`src/rtl/command_register_load.sv`:
```
// G15 command register: loads one 29-bit serial command word per RC assertion and presents decoded fields.
// Optional macro CMD_REG_BREAKPOINT_EN enables a sticky halt_req raised when a loaded word has its breakpoint bit set.
module command_register_load #(
   parameter int WORD_BITS = 29,
   parameter int CNT_W     = 5
) (
   input  logic                 clk,
   input  logic                 rst,
   input  logic                 CL,
   input  logic                 T0,
   input  logic                 T29,
   input  logic                 RC,
   input  logic                 rd_bit,
   output logic                 cmd_valid,
   output logic                 frame_err,
   output logic                 busy,
   output logic [WORD_BITS-1:0] cmd_word,
   output logic                 cmd_dbl,
   output logic [4:0]           cmd_src,
   output logic [4:0]           cmd_dst,
   output logic [1:0]           cmd_chr,
   output logic [6:0]           cmd_next,
   output logic                 cmd_bp,
   output logic [6:0]           cmd_t,
   output logic                 cmd_imm,
   output logic                 halt_req
);

   typedef enum logic [1:0] {IDLE, ARMED, SHIFT, DONE} state_t;

   localparam logic [CNT_W-1:0] LAST_BIT = CNT_W'(WORD_BITS - 1);
   localparam int               BP_BIT   = 20;

   // state is left as a named register so checkers can bind to it directly
   state_t                 state;
   logic                   rc_q;
   logic [CNT_W-1:0]       cnt;
   logic [WORD_BITS-1:0]   sreg;
   logic [WORD_BITS-1:0]   sreg_next;
   logic                   rc_rise;
   logic                   load;

   assign rc_rise = RC & ~rc_q;

   always_comb begin
      sreg_next = sreg;
      if (cnt <= LAST_BIT)
         sreg_next[cnt] = rd_bit;
   end

   // A word is accepted only when T29 arrives on exactly the last bit slot
   assign load = (state == SHIFT) && RC && CL && T29 && (cnt == LAST_BIT);

   always_ff @(posedge clk or posedge rst) begin
      if (rst) begin
         state     <= IDLE;
         rc_q      <= 1'b0;
         cnt       <= '0;
         sreg      <= '0;
         cmd_word  <= '0;
         cmd_valid <= 1'b0;
         frame_err <= 1'b0;
         busy      <= 1'b0;
      end else begin
         rc_q      <= RC;
         cmd_valid <= 1'b0;
         if (rc_rise)
            frame_err <= 1'b0;
         case (state)
            IDLE: begin
               if (rc_rise) begin
                  state <= ARMED;
                  busy  <= 1'b1;
               end
            end
            ARMED: begin
               if (!RC) begin
                  state <= IDLE;
                  busy  <= 1'b0;
               end else if (CL && T0) begin
                  state <= SHIFT;
                  cnt   <= '0;
                  sreg  <= '0;
               end
            end
            SHIFT: begin
               if (!RC) begin
                  state <= IDLE;
                  busy  <= 1'b0;
               end else if (CL) begin
                  sreg <= sreg_next;
                  cnt  <= cnt + 1'b1;
                  if (load) begin
                     cmd_word  <= sreg_next;
                     cmd_valid <= 1'b1;
                     state     <= DONE;
                     busy      <= 1'b0;
                  end else if (T29 || T0) begin
                     frame_err <= 1'b1;
                     state     <= IDLE;
                     busy      <= 1'b0;
                  end
               end
            end
            DONE: begin
               state <= IDLE;
               busy  <= 1'b0;
            end
            default: begin
               state <= IDLE;
               busy  <= 1'b0;
            end
         endcase
      end
   end

`ifdef CMD_REG_BREAKPOINT_EN
   always_ff @(posedge clk or posedge rst) begin
      if (rst)
         halt_req <= 1'b0;
      else if (load && sreg_next[BP_BIT])
         halt_req <= 1'b1;
      else if (rc_rise)
         halt_req <= 1'b0;
   end
`else
   assign halt_req = 1'b0;
`endif

   assign cmd_dbl  = cmd_word[0];
   assign cmd_src  = cmd_word[5:1];
   assign cmd_dst  = cmd_word[10:6];
   assign cmd_chr  = cmd_word[12:11];
   assign cmd_next = cmd_word[19:13];
   assign cmd_bp   = cmd_word[BP_BIT];
   assign cmd_t    = cmd_word[27:21];
   assign cmd_imm  = cmd_word[28];

endmodule

```
`config.mk`:
```
export PLATFORM = sky130hd
export DESIGN_NAME = command_register_load
export DESIGN_NICKNAME = d
export VERILOG_FILES = /design/src/rtl/command_register_load.sv
export SDC_FILE = /design/constraint.sdc
export NUM_CORES = 1
export LEC_CHECK = 0
export ABC_AREA = 1
export BUFFER_PORTS_ARGS = -buffer_cell sky130_fd_sc_hd__buf_2
export CORE_UTILIZATION = 60
export CTS_CLUSTER_SIZE = 25
export DETAILED_ROUTE_END_ITERATION = 8
export GPL_ROUTABILITY_DRIVEN = 0
export GPL_TIMING_DRIVEN = 0
export HOLD_SLACK_MARGIN = 0.02
export PLACE_DENSITY = 0.89
export SYNTH_ARGS = -nofsm -noshare
export SYNTH_HDL_FRONTEND = slang
export SYNTH_SLANG_ARGS = --single-unit
```
`constraint.sdc`:
```
create_clock -name clk -period 4.4 [get_ports clk]
set_input_delay 0.66 -clock clk [delete_from_list [all_inputs] [get_ports clk]]
set_output_delay 0.66 -clock clk [all_outputs]
set_load 0.01 [all_outputs]
```
==> results of run 1 <==
-- registers in the layout (all words and copies together), names as in the netlist --
register and count:
busy 1, cmd_valid 1, cmd_word 29, cnt 5
frame_err 1, rc_q 1, sreg 28, state 2
-- kinds of logic (layout without fill, tap and decap cells) --
logic type / Yosys count / in the layout / synth area share
AOI/OAI and AO/OA: 14 / 14 / 0.0191
xor gates and xnor gates: 1 / 1 / 0.00238
adders and majority gates: 4 / 4 / 0.0136
buffers and inverters: 83 / 167 / 0.127
DFF: 68 / 68 / 0.463
other: 1 / 1 / 0.00102
and+or+nand+nor: 331 / 331 / 0.374
-- area by class of cell --
cell class	instances	area [sq um]
fill	451	1580
clock buffer	11	141
multi-input combinational	351	1510
tap	75	93.8
inverter	26	97.6
buffer	57	369
timing repair buffer	68	355
clock inverter	5	75.1
sequential	68	1700
-- power groups by stage --
| stage | Combinational (W) | Sequential, W | Clock [W] |
|---|---|---|---|
| after global placement | 0.000249 | 0.000683 | 0 |
| after global routing | 0.000298 | 0.000677 | 0.000597 |
| after CTS | 0.000268 | 0.000675 | 0.000575 |
| after detailed placement | 0.000265 | 0.000687 | 0 |
| final | 0.000272 | 0.000675 | 0.000567 |
| after floorplan | 0.000180 | 0.000685 | 0 |
-- final timing paths --
path | endpoint | slack (ns) | cells after the start | start
max | sreg[16]$_DFFE_PP0P_ | 2.48 | 8 | cnt[0]$_DFFE_PP0P_
min | sreg[13]$_DFFE_PP0P_ | 0.46 | 2 | rst
max reg2reg | sreg[16]$_DFFE_PP0P_ | 2.48 | 8 | cnt[0]$_DFFE_PP0P_
min reg2reg | sreg[27]$_DFFE_PP0P_ | 0.48 | 2 | sreg[27]$_DFFE_PP0P_
max in group asynchronous | sreg[20]$_DFFE_PP0P_ | 3.29 | 3 | rst
min in group clk | rc_q$_DFF_PP0_ | 0.47 | 1 | RC
-- metal layers --
metal / track usage / share of wire / vias to the layer above
met5: 0 / 0 / -
met4: 0.170 / 0.026 / 0
met3: 0.0511 / 0.066 / 24
met2: 0.514 / 0.51 / 162
met1: 0.359 / 0.40 / 1633
li1: - / - / 1700
-- placed cells by master (no fill, tap or decap), drive strengths merged --
cell | Yosys | routed
ha | 4 | 4
dfrtp | 68 | 68
buf | 48 | 116
nand3 | 43 | 43
bufinv | 0 | 2
conb | 1 | 1
inv | 25 | 25
clkbuf | 9 | 20
nand4 | 22 | 22
clkinv | 1 | 4
o21ai | 13 | 13
nor2 | 18 | 18
a21oi | 1 | 1
xnor2 | 1 | 1
nand2 | 248 | 248
-- per-stage QoR --
step | area, sq um | util
2_1_floorplan | 3670 | -
3_3_place_gp | 4100 | 0.693
3_5_place_dp | 4120 | 0.697
4_1_cts | 4340 | 0.733
5_1_grt | 4340 | 0.733
6_report | 4340 | 0.733
==> impl_table.tex, run 1 <==
\begin{tabular}{lr}
\hline
Metric & Value \\
\hline
\multicolumn{2}{l}{\textbf{Logic synthesis}} \\
Post-synth net total & $\sim$510 \\
Top cells by instance count after synthesis & 247 x nand2\_1, 68 x dfrtp\_1, 42 x nand3\_1, 38 x buf\_4, 23 x inv\_1 \\
Main area contributors after synthesis & dfrtp\_1 46\%, nand2\_1 25\%, buf\_4 7.8\% \\
Flop and latch count out of synthesis & just under 70 \\
Flip-flop cell with the highest count after synthesis & dfrtp\_1 \\
Synth area leader & dfrtp\_1 \\
Post-synth top area share & 0.463 \\
Number of flops mapped to enable cells by yosys & 0 \\
Sequential fraction of the synthesis area & 0.463 \\
Number of instances in the synthesized netlist & 502 \\
Number of warnings reported in the yosys synthesis log & 0 \\
Post-synth cell types & 21 \\
Share of flip-flops with an asynchronous set or reset after synthesis & 1.00 \\
Synthesized area per cell & 7.32 sq um \\
Cell with the most instances after synthesis & nand2\_1 \\
Synthesized cell area & $\sim$0.0037 sq mm \\
\multicolumn{2}{l}{\textbf{Cells and area}} \\
NumNets Final & 592 \\
Share of cells above drive strength 1 & 0.239 \\
Non-filler cells, final & 661 \\
Number of diodes & 0 \\
Area Overhead vs Synth & 18.1\% \\
\multicolumn{2}{l}{\textbf{STA}} \\
Transition time of the tightest slew-check pin & 0.801 ns \\
Fin crit period & approximately 1.9 ns \\
Final sum of negative setup slack & 0 ns \\
Slack of the critical path & 2.48 ns \\
Pins over their slew limit & 0 \\
Crit share post-route & 0.436 \\
Highest clock rate & 522 MHz \\
Clock tree skew after final layout & about 0.0095 ns \\
RSZ-0062 raised after global routing & no \\
Worst-case headroom to the max-slew limit & 0.465 \\
Hold WS & 0.460 ns \\
Number of failing hold endpoints at the final stage & 0 \\
Finish-stage setup viols & 0 \\
\multicolumn{2}{l}{\textbf{Floorplan}} \\
Die outline area & 0.00644 sq mm \\
Site Rows & 28 \\
Starting density of the core & 0.621 \\
Die width & 80.3 um \\
I/O Pins & between 60 and 70 \\
Height of the chip & about 80 um \\
Standard cell core area & 0.00592 sq mm \\
\multicolumn{2}{l}{\textbf{Setup path}} \\
Count of buffer and inverter cells on the critical path & 2 \\
Crit path max-delay cell type & clkbuf\_1 \\
Required time reported for the critical path endpoint & between 4 and 5 ns \\
Critical path class & register to register \\
Cell breakdown of the critical path & inv\_1 > ha\_1 > clkbuf\_1 > nand3\_1 > nand2\_1 > nand2\_1 > nand2\_1 > nand2\_1 \\
Longest individual stage delay on the worst path & 0.50 ns \\
Nature of the critical path startpoint & register \\
Critical Path End Type & register \\
Arrival time worst endpoint & 2.15 ns \\
CP delay by family, top & buffers and inverters \\
Worst path most repeated cell & nand2\_1 \\
Maximum net fanout on the critical path & 10 \\
\multicolumn{2}{l}{\textbf{Power}} \\
Share of total power in the clock network & 0.374 \\
Pwr/cell area & around 350 mW/mm\^{}2 \\
Combinational share of power & 0.180 \\
Net switching power & between 0.0004 and 0.0005 W \\
Flop pwr share & 0.446 \\
Worst IR drop on VDD & 0.259 mV \\
Switching Share & 0.303 \\
Static leakage & 2.60 nW \\
Total power & approximately 0.0015 W \\
Internal power summed over all cells & 0.00106 W \\
\multicolumn{2}{l}{\textbf{Route}} \\
Number of vias after detailed routing & 3519 \\
Average vias per placed instance & 5.32 \\
Violation count after the first detailed-route iteration & between 300 and 400 \\
Pre-antenna DRT Iters & 5 \\
Number of DRC violations after detailed routing & 0 \\
Final antenna-violating net count & 0 \\
Post-detailed-routing wire length & between 8000 and 9000 um \\
DR WL/cell & 13.2 um \\
\multicolumn{2}{l}{\textbf{Run status}} \\
Result of the run & finished, final reports clean \\
\multicolumn{2}{l}{\textbf{Clocking}} \\
CTS clock-pin slew for the worst setup and hold paths & 0.07 ns \\
TritonCTS clock tree & yes \\
Total of hold buffers inserted after clock tree synthesis & 0 \\
Post\_cts resized & 0 \\
Bufs on Longest Clock Path & 2 \\
Number of sinks on the clock net & 68 \\
Setup fix buffers added after clock tree synthesis & 0 \\
H-tree Lvls & 3 \\
Worst skew pair latency & between 0.3 and 0.4 ns \\
Number of CTS-inserted buffers & 9 \\
Master cell of the clock root buffer & clkbuf\_8 \\
\multicolumn{2}{l}{\textbf{GRT}} \\
First-pass GRT wire length & 14800 um \\
Maximum number of pins on one net before global-route repair & 39 \\
Via count of the first global-routing pass & 3389 \\
Gr usage total & 0.301 \\
Number of antenna violations at the first check in global routing & 0 \\
Total congestion overflow & 0 \\
\multicolumn{2}{l}{\textbf{Placed design}} \\
Number of input and output port buffers inserted & 67 \\
Number of placed instances, taps included & approximately 650 \\
Half-perimeter wire length of the detailed placement result & 6020 um \\
Setup WS pre-CTS & 2.55 ns \\
\multicolumn{2}{l}{\textbf{Min path}} \\
Hold/Removal Path Class & primary input to async pin \\
\multicolumn{2}{l}{\textbf{Run}} \\
Maximum capacitance violations & 0 \\
\hline
\end{tabular}
Power figures use the tool's default switching activity.
==> run 2: changes to the inputs <==
Settings changed: CORE_UTILIZATION 60 to 56, PLACE_DENSITY 0.89 to 0.84.
Clock period 4.4 ns to 1.87 ns, I/O delays scaled along.
==> run 2 against run 1 <==
Net effect:
- cell count is 0.30% higher
- sequential share of layout area is 0.11 points higher
- utilization is 5.2 points lower
- via count is 2.4% lower
- sequential cell count stayed put
- critical path type unchanged
- largest cell class unchanged
- largest power group unchanged
==> impl_table.tex, run 2 (synthesized netlist as in run 1, its figures left out) <==
\begin{tabular}{lr}
\hline
Metric & Value \\
\hline
\multicolumn{2}{l}{\textbf{Cells and area}} \\
Reg with most FFs & cmd\_word \\
Final core occ & 0.682 (-0.0515) \\
NumNets Final & 592 (unchanged) \\
Number of diodes & 0 (unchanged) \\
Share of cells above drive strength 1 & 0.246 (+0.00683) \\
Largest registers in the final layout & cmd\_word x29, sreg x28, cnt x5 \\
Most frequent cells in the layout & 247 x nand2\_1, 76 x buf\_2, 68 x dfrtp\_1, 42 x nand3\_1, 38 x buf\_4 \\
Number of fillers in the final layout & 510 (+13\%) \\
Area Overhead vs Synth & 17.8\% \\
Most frequent standard cell in the layout excluding fill and tap cells & nand2\_1 \\
Number of flip-flops under the largest register name & 29 (unchanged) \\
\multicolumn{2}{l}{\textbf{Power}} \\
Pwr/cell area & 783 mW/mm\^{}2 (+120\%) \\
Worst IR drop on VDD & 0.469 mV (+81\%) \\
Static leakage & 2.58 nW (-0.58\%) \\
\multicolumn{2}{l}{\textbf{Floorplan}} \\
Site Rows & 29 (+3.6\%) \\
Die width & 83.0 um (+3.4\%) \\
Starting density of the core & 0.579 (-0.0419) \\
Die outline area & 0.00689 sq mm (+7.0\%) \\
I/O Pins & 69 (unchanged) \\
Standard cell core area & 0.00635 sq mm (+7.2\%) \\
Height of the chip & 83.0 um (+3.4\%) \\
\multicolumn{2}{l}{\textbf{Setup path}} \\
Arrival time worst endpoint & 1.98 ns (-0.17 ns) \\
Critical Path End Type & register \\
Worst R2R Path Depth & 8 (unchanged) \\
Maximum net fanout on the critical path & 10 (unchanged) \\
Critical path class & register to register \\
Required time reported for the critical path endpoint & 2.11 ns (-2.53 ns) \\
Nature of the critical path startpoint & register \\
\multicolumn{2}{l}{\textbf{Clocking}} \\
Total of hold buffers inserted after clock tree synthesis & 0 (unchanged) \\
Setup fix buffers added after clock tree synthesis & 0 (unchanged) \\
Master cell of the clock root buffer & clkbuf\_8 \\
Bufs on Longest Clock Path & 2 (unchanged) \\
Worst skew pair latency & 0.35 ns (about the same) \\
Number of CTS-inserted buffers & 9 (unchanged) \\
CTS clock-pin slew for the worst setup and hold paths & 0.07 ns (about the same) \\
TritonCTS clock tree & yes \\
H-tree Lvls & 3 (unchanged) \\
Number of sinks on the clock net & 68 (unchanged) \\
\multicolumn{2}{l}{\textbf{Route}} \\
DR WL/cell & 12.7 um (-4.0\%) \\
Number of vias after detailed routing & 3434 (-2.4\%) \\
Average vias per placed instance & 5.18 (-2.7\%) \\
Post-detailed-routing wire length & 8410 um (-3.7\%) \\
Final antenna-violating net count & 0 (unchanged) \\
Violation count after the first detailed-route iteration & 376 (+20\%) \\
Pre-antenna DRT Iters & 6 (+1) \\
Number of DRC violations after detailed routing & 0 (unchanged) \\
\multicolumn{2}{l}{\textbf{STA}} \\
Final sum of negative setup slack & 0 ns (unchanged) \\
RSZ-0062 raised after global routing & no \\
Pins over their slew limit & 0 (unchanged) \\
Transition time of the tightest slew-check pin & 0.768 ns (-0.0329 ns) \\
Highest clock rate & 574 MHz (+10\%) \\
Fin crit period & 1.74 ns (-0.175 ns) \\
Worst-case headroom to the max-slew limit & 0.487 (+0.0217) \\
Finish-stage setup viols & 0 (unchanged) \\
Number of failing hold endpoints at the final stage & 0 (unchanged) \\
Crit share post-route & 0.931 (+0.496) \\
Clock tree skew after final layout & 0.00577 ns (-0.00374 ns) \\
\multicolumn{2}{l}{\textbf{GRT}} \\
Total congestion overflow & 0 (unchanged) \\
Maximum number of pins on one net before global-route repair & 36 (-7.7\%) \\
Gr usage total & 0.256 (-0.0448) \\
First-pass GRT wire length & 14200 um (-4.3\%) \\
Number of antenna violations at the first check in global routing & 0 (unchanged) \\
Via count of the first global-routing pass & 3232 (-4.6\%) \\
\multicolumn{2}{l}{\textbf{Placed design}} \\
Half-perimeter wire length of the detailed placement result & 5880 um (-2.3\%) \\
Number of input and output port buffers inserted & 67 (unchanged) \\
\multicolumn{2}{l}{\textbf{Min path}} \\
Hold/Removal Path Class & primary input to async pin \\
\multicolumn{2}{l}{\textbf{Run}} \\
Maximum capacitance violations & 0 (unchanged) \\
\multicolumn{2}{l}{\textbf{Run status}} \\
Result of the run & finished, final reports clean \\
\hline
\end{tabular}
-- run 2: changes by cell type in the layout (fill, tap and decap cells not counted), moves of 2 or more --
cell	before	now
clkbuf_2	0	3
clkbuf_1	10	7
clkbuf_8	10	12
clkinvlp_4	0	3
clkinv_2	3	1
bufinv_16	2	0
-- run 2: worst max-delay path, stage by stage (launching register included) --
cell and delay [ns]:
dfrtp_1 0.45, inv_1 0.11, ha_2 0.27, nand3_1 0.11, nor2_2 0.12, nand2_1 0.18, buf_2 0.24, nand3_1 0.08
nand2_1 0.06
-- run 2: repair_timing --
| action | CTS | global route |
|---|---|---|
| endpoints found under the hold margin | 0 | 0 |
| setup endpoints to repair | 0 | 47 |
| gates resized for setup | 0 | 8 |
-- run 2: layout make-up --
class                      instances  area [sq um]  area share
tap                               77          96.3      0.0223
inverter                          26           101      0.0234
clock inverter                     3          20.0     0.00463
sequential                        68          1700       0.393
clock buffer                      13           169      0.0390
timing repair buffer              68           355      0.0821
buffer                            57           375      0.0867
multi-input combinational        351          1510       0.349
-- run 2: layer usage --
metal / vias up / track usage / part of all wire
li1: 1699 / - / -
met1: 1580 / 0.318 / 0.43
met2: 130 / 0.429 / 0.49
met3: 25 / 0.0616 / 0.058
met4: 0 / 0.107 / 0.023
met5: - / 0 / 0
-- run 2: power by group --
group	switching, W	internal [W]	leakage, nW	total [W]
Clock	0.000560	0.000588	0.0917	0.00115
Sequential	0.0000559	0.00153	0.943	0.00159
Combinational	0.000468	0.000184	1.55	0.000652
Total	0.00108	0.00230	2.58	0.00339
-- run 2: worst paths after layout --
path / startpoint / slack (ns) / endpoint
setup / recovery: cnt[0]$_DFFE_PP0P_ / 0.13 / frame_err$_DFF_PP0_
hold / removal: rst / 0.06 / cmd_word[12]$_DFFE_PP0P_
setup reg to reg: cnt[0]$_DFFE_PP0P_ / 0.13 / frame_err$_DFF_PP0_
hold reg to reg: sreg[26]$_DFFE_PP0P_ / 0.48 / sreg[26]$_DFFE_PP0P_
max in group asynchronous: rst / 1.20 / sreg[22]$_DFFE_PP0P_
min in group clk: RC / 0.09 / rc_q$_DFF_PP0_
-- run 2: through the flow --
step                hold slack [ns]  worst slack (ns)  cell area [sq um]  power (W)  std cells
floorplan                     0.312             0.412               3680    0.00204        502
global placement              0.442            0.0745               4110    0.00221        646
detailed placement            0.444           0.00484               4130    0.00224        647
CTS                          0.0751           0.00239               4320    0.00338        663
global route                 0.0733            0.0302               4330    0.00354        663
finish                       0.0574             0.129               4330    0.00339        663
